[src/rtl/ahb_slave_resp.sv]
// AHB-Lite responder front end for the AHB-to-APB bridge: decodes the APB
// regions, qualifies transfers, drives HREADYOUT/HRESP and pipelines
// address, data and direction for the APB controller.
module ahb_slave_resp #(
  parameter int unsigned ADDR_W = 32,
  parameter int unsigned DATA_W = 32
) (
  input  logic              clk,
  input  logic              resetn,
  input  logic              hwrite,
  input  logic [2:0]        hsize,
  input  logic [2:0]        hburst,
  input  logic [1:0]        htrans,
  input  logic              hreadyin,
  input  logic [ADDR_W-1:0] haddr,
  input  logic [DATA_W-1:0] hwdata,
  output logic [DATA_W-1:0] hrdata,
  output logic              hreadyout,
  output logic [1:0]        hresp,
  input  logic              bk_ready,
  input  logic [DATA_W-1:0] bk_rdata,
  output logic              valid,
  output logic [2:0]        tempselx,
  output logic [ADDR_W-1:0] haddr_1,
  output logic [ADDR_W-1:0] haddr_2,
  output logic [DATA_W-1:0] hwdata_1,
  output logic [DATA_W-1:0] hwdata_2,
  output logic              hwrite_reg,
  output logic              hwrite_reg1,
  output logic [2:0]        hburst_reg
);

  // Each APB region is a 64 MB window selected by the top six address bits.
  localparam int unsigned REGION_W = 6;

  localparam logic [1:0] RESP_OKAY  = 2'b00;
  localparam logic [1:0] RESP_ERROR = 2'b01;

  typedef enum logic [1:0] {
    S_IDLE = 2'd0,
    S_WAIT = 2'd1,
    S_ERR1 = 2'd2,
    S_ERR2 = 2'd3
  } state_t;

  state_t state, state_nxt;

  logic [REGION_W-1:0] region;
  logic                active;
  logic                aligned;
  logic                legal;
  logic                illegal;

  assign region = haddr[ADDR_W-1 -: REGION_W];
  assign hrdata = bk_rdata;

  // Region decode, independent of htrans.
  always_comb begin
    tempselx = 3'b000;
    case (region)
      6'h20:   tempselx = 3'b001;
      6'h21:   tempselx = 3'b010;
      6'h22:   tempselx = 3'b100;
      default: tempselx = 3'b000;
    endcase
  end

  // Size/alignment check; sizes above a word are never legal.
  always_comb begin
    aligned = 1'b0;
    case (hsize)
      3'd0:    aligned = 1'b1;
      3'd1:    aligned = ~haddr[0];
      3'd2:    aligned = (haddr[1:0] == 2'b00);
      default: aligned = 1'b0;
    endcase
  end

  assign active  = hreadyin & htrans[1];
  assign legal   = active & (tempselx != 3'b000) & aligned;
  assign illegal = active & ~legal;
  assign valid   = legal & resetn & (state != S_ERR1);

  // State register.
  always_ff @(posedge clk) begin
    if (!resetn) begin
      state <= S_IDLE;
    end else begin
      state <= state_nxt;
    end
  end

  // Next-state and response outputs.
  always_comb begin
    state_nxt = state;
    hreadyout = 1'b1;
    hresp     = RESP_OKAY;
    case (state)
      S_IDLE, S_ERR2: begin
        if (state == S_ERR2) hresp = RESP_ERROR;
        if (legal)        state_nxt = S_WAIT;
        else if (illegal) state_nxt = S_ERR1;
        else              state_nxt = S_IDLE;
      end
      S_WAIT: begin
        hreadyout = bk_ready;
        if (bk_ready) begin
          if (legal)        state_nxt = S_WAIT;
          else if (illegal) state_nxt = S_ERR1;
          else              state_nxt = S_IDLE;
        end
      end
      S_ERR1: begin
        hreadyout = 1'b0;
        hresp     = RESP_ERROR;
        state_nxt = S_ERR2;
      end
      default: state_nxt = S_IDLE;
    endcase
  end

  // Address/data/direction pipeline, frozen while the bus is stalled.
  always_ff @(posedge clk) begin
    if (!resetn) begin
      haddr_1     <= '0;
      haddr_2     <= '0;
      hwdata_1    <= '0;
      hwdata_2    <= '0;
      hwrite_reg  <= 1'b0;
      hwrite_reg1 <= 1'b0;
      hburst_reg  <= 3'b000;
    end else if (hreadyin) begin
      haddr_1     <= haddr;
      haddr_2     <= haddr_1;
      hwdata_1    <= hwdata;
      hwdata_2    <= hwdata_1;
      hwrite_reg  <= hwrite;
      hwrite_reg1 <= hwrite_reg;
      hburst_reg  <= hburst;
    end
  end

endmodule
[config.mk]
export PLATFORM = sky130hd
export DESIGN_NAME = ahb_slave_resp
export DESIGN_NICKNAME = d
export VERILOG_FILES = /design/src/rtl/ahb_slave_resp.sv
export SDC_FILE = /design/constraint.sdc
export NUM_CORES = 1
export LEC_CHECK = 0
export ABC_AREA = 1
export CELL_PAD_IN_SITES_DETAIL_PLACEMENT = 1
export CELL_PAD_IN_SITES_GLOBAL_PLACEMENT = 1
export CORE_UTILIZATION = 24
export CTS_CLUSTER_SIZE = 24
export DETAILED_ROUTE_END_ITERATION = 16
export PLACE_DENSITY = 0.82
export SLEW_MARGIN = 25
export SYNTH_ARGS = -nofsm -noshare
export SYNTH_HDL_FRONTEND = slang
export SYNTH_SLANG_ARGS = --single-unit
[constraint.sdc]
create_clock -name clk -period 0.8 [get_ports clk]
set_input_delay 0.08 -clock clk [delete_from_list [all_inputs] [get_ports clk]]
set_output_delay 0.08 -clock clk [all_outputs]
set_load 0.01 [all_outputs]
# Word-level counts from Yosys, hierarchy flattened

Cells that the tools add are included.

Output and inout bits: 172
Flip-flop bits (word level): 135
Input port bits: 109
Word-level logic and storage cells: 40

Eq/ne operators: 10
Bitwise gates (word level): 8
Reduce and logical (&&, ||, !) cells: 5
Multiplexer cells: 9

Operators with widths:

| operator                                      | number |
|---|---|
| == test 6 bit, second input constant          | 3 |
| case mux 3 bit (3 select lines)               | 1 |
| bitwise AND 1 bit                             | 6 |
| 2-to-1 mux 2 bit                              | 3 |
| case mux 2 bit (3 select lines)               | 1 |
| == test 2 bit, second input constant          | 2 |
| logical NOT 2 bit                             | 2 |
| inequality test 2 bit, second input constant  | 2 |
| case mux 1 bit (2 select lines)               | 2 |
| == test 3 x 1 -> 1 bit, second input constant | 1 |
| == test 3 x 2 -> 1 bit, second input constant | 1 |
| logical NOT 3 bit                             | 1 |
| case mux 1 bit (3 select lines)               | 1 |
| nonzero test 3 bit                            | 1 |
| == test 2 x 1 -> 1 bit, second input constant | 1 |
| NOT 1 bit                                     | 2 |
| OR reduction 2 bit                            | 1 |
| 2-to-1 mux 1 bit                              | 1 |

# Depth between registers and ports, before layout

Depth in word-level cells: 11
Depth in mapped cells: 7
Mapped depth without buffers: 7

# Least setup slack after synthesis

OpenSTA, ideal clock, no wires.

Kind: flip-flop to flip-flop
Start: register state[1]
End: register state[0]
Library setup time: 126 ps
Clock period less this slack: 847 ps
Data required time: 674 ps
Cell stages (with the launch flop): 6
Buffers on the path: 0
Slack: -47 ps
Arrival time: 721 ps
Path through: dfxtp_1 inv_1 nand2_1 nor2_1 nor2_1 a21oi_1

Word-level cells in the longest chain between the ends: 3
Elaborated cells between the ends (all ways): 7
Classes of those cells: eq/ne (4); mux (1); reduce/logical (2)

RTL lines:

| item                                                      | line | RTL |
|---|---|---|
| start: declaration                                        | 46   | `state_t state, state_nxt;` |
| start signal: assignment                                  | 89   | `state <= state_nxt;` |
| == test 2 bit / logical NOT 2 bit (equally long branches) | 98   | `case (state)` |
| OR reduction 2 bit                                        | 98   |  |
| case mux 2 bit (3 select lines)                           | 98   |  |

Several ways; a longest one is shown, not always the timed one.
A chain may end at the register's enable or synchronous reset.

# Worst setup path in the final report

Start: register state[1]
End: output hreadyout

Word-level cells in the longest chain between the ends: 2
Elaborated cells between the ends (all ways): 3
Classes of those cells: eq/ne (2); mux (1)

RTL lines:

| item                                                           | line | RTL |
|---|---|---|
| == test 2 bit / == test 2 x 1 -> 1 bit (equally long branches) | 98   |  |
| case mux 1 bit (2 select lines) *                              | 98   |  |
| end: declaration                                               | 18   | `output logic hreadyout,` |

Mark *: on every way between the ends. The rest lies on a longest branch, timed or not.

==> summary.md <==
| Metric | Value |
|---|---|
| TritonCTS Sinks | 135 |
| Tcrit/Tclk final | 158% |
| CP Buf/Inv Count | 2 |
| # placed instances | 1128 |
| Clock Pin Slew Worst Setup and Hold Paths | 60 ps |
| Worst VDD drop | 1.33 mV |
| Comb pwr share | 16.9% |
| Root Driver | clkbuf_16 |
| Hold Vio Cnt, Final | 0 |
| Num CTS Buffers | 17 |
| Critical path startpoint category | flip-flop |
| Failing checks | setup timing |
| DR vias/cell | 4.37 |
| Slowest cell on crit path | dfxtp_2 |
| Area post-placement | 7640 um2 |
| Vias in the first global route | 5356 |
| Outcome | complete, but fails checks |
| Global-route wire length before repair | 28300 um |
| CTS tree | done |
| RSZ-0062 raised after global routing | true |
| Psw | 4.79 mW |
| DR WL/cell | 15.6 um |
| Initial antenna violation count | 0 |
| WS Path Type | reg -> out |
| IO Count | 281 |
| Htree depth | 4 |
| Clock group share of total power | 43.6% |
| Register share of total power | 39.5% |
| Worst Path Required | 720 ps |
| Non-Filler Instances | 1176 |
| Area grow syn2layout | 76.4% |
| I/O Buffers | 214 |
| CP Data Arrival Time | 1180 ps |
| Inserted Diodes | 0 |
| Layout Skew | 8.52 ps |
| Met1 Routed Length | 7610 um |
| Starting density of the core | 24.7% |
| DP Worst Slack | -1110 ps |
| Drt first pass iters | 4 |
| Yosys Warn Count | 0 |
| Cell row count | 52 |
| Synth Instances | 645 |
| Post-synth cell types | 15 |
| Max Fclk | 792 MHz |
| Critical-path cell list | inv_4, nand2_4, nor2_4, nor2_2, buf_2 |
| Final Max Slew Viols | 0 |
| Commonest non-fill, non-tap cell in the layout | nor2_1 |
| Leading cell types in the layout, fill and taps excluded | nor2_1 (259), buf_6 (143), dfxtp_2 (135), o21ai_0 (83), buf_4 (79) |
| Max-cap violations | 0 |
| Residual DRC | 0 |
| Tmin final | 1260 ps |
| Final WS setup | -462 ps |
| Hold_ws | 73.8 ps |
| Synthesized area per cell | 7.81 um2 |
| HP Class | in -> reg |
| Cell area after synthesis | 5040 um2 |
| Fraction of layout cells with a size suffix above 1 | 48.5% |
| Detailed Route Iter0 Violations | 124 |
| Die height | 147 um |
| Critical Path End Type | output pin |
| Core outline area | 20400 um2 |
| Top sig layer | met4 |
| CP delay by family, top | flip-flops |
| CP peak stage delay | 350 ps |
| Gr usage total | 16.7% |
| Met3 wire len | 1300 um |
| GRT Residual Overflow | 0 |
| Max Buffers Root-to-Sink | 2 |
| Clk Latency, worst-skew pair | 410 ps |
| Pint | 14.5 mW |
| Final instance area | 8890 um2 |
| Worst Path Max Fanout | 2 |
| P_leak | 3.96 nW |
| Seq/Total Area, Yosys | 53.6% |
| Met2 WL post-DR | 9090 um |
| Routability Congestion | 0.765 |
| Sw Share | 24.9% |
| Die ar. | 21600 um2 |
| Final wirelength | 18400 um |
| Synth Net Count | 754 |
| Die X | 147 um |
| ANT nets after route | 0 |
| PD cells | 2170 nW/um2 |
| Endpoints failing setup | 142 |
| Tot Pwr | 19.3 mW |
| Synthesis-stage register bit count | 135 |
| Largest net degree at the start of global routing | 69 |
| Post-DP HPWL | 11600 um |
| Nets | 1003 |
| Via count | 5137 |
## logic make-up after synthesis
family	after synthesis	share of synthesized area [%]
flip-flops	135	53.6
AND/OR/NAND/NOR	283	21.2
other	1	0.0744
buffers and inverters	87	11.3
AO/OA/AOI/OAI	139	13.8
## path summary, 6_finish.rpt
check	slack, ps	from	cells after the start	endpoint
worst max register to register	-120	state[1]$_SDFFE_PN0P_	5	state[0]$_SDFFE_PN0P_
worst max-delay path	-460	state[1]$_SDFFE_PN0P_	5	hreadyout
worst min-delay path	70	haddr[26]	4	haddr_1[26]$_SDFFE_PN0P_
worst min register to register	500	hwdata_2[26]$_SDFFE_PN0P_	2	hwdata_2[26]$_SDFFE_PN0P_
## Yosys cell counts (all sizes together)
cell type  instances  area share, %
nor3               3           0.30
buf               57            8.8
nand2              7           0.52
inv                9           0.72
clkbuf            21            1.8
nand3              1          0.099
o21ai            135             13
dfxtp            135             54
nor2             272             20
a21oi              4           0.40
conb               1          0.074
## worst register-to-register path: cells and delay by family, from the launching register on
kind | cells | cell delay [ps]
flops | 1 | 350
buf+inv | 2 | 180
compound gates | 1 | 100
simple gates | 2 | 210
## metrics by stage
| step | util [%] | TNS (ps) |
|---|---|---|
| floorplan | - | -2.93 |
| CTS | 43.0 | -22320 |
| global route | 43.5 | -23670 |
| detailed placement | 37.4 | -49990 |
| finish | 43.5 | -18420 |
| global placement | 37.4 | -47540 |
## area by class of cell
type	count	area [um2]
timing repair buffer	308	3090
sequential	135	2870
clock buffer	20	457
clock inverter	11	174
tap	270	338
fill	2403	11500
inverter	9	41.3
multi-input combinational	423	1920
## layer usage
layer / vias to the layer above / track usage, %
met5: - / 0
met3: 29 / 6.15
li1: 2519 / -
met1: 2431 / 18.9
met2: 158 / 28.7
met4: 0 / 6.03
## power groups by stage
stage	sequential, mW	clock (mW)	combinational, mW
floorplan	7.78	0	1.00
finish	7.62	8.40	3.25
CTS	7.60	8.62	3.16
global route	7.66	8.94	3.53
detailed placement	7.57	0	2.95
global placement	7.54	0	2.90
## what timing repair did
action | 4_1_cts | 5_1_grt
pin swaps | 13 | 29
gates resized for setup | 875 | 87
endpoints found under the setup margin | 143 | 200
endpoints found under the hold margin | 5 | 0
buffers inserted | 16 | 5
hold buffers | 5 | 0
(Power assumes the default switching activity.)
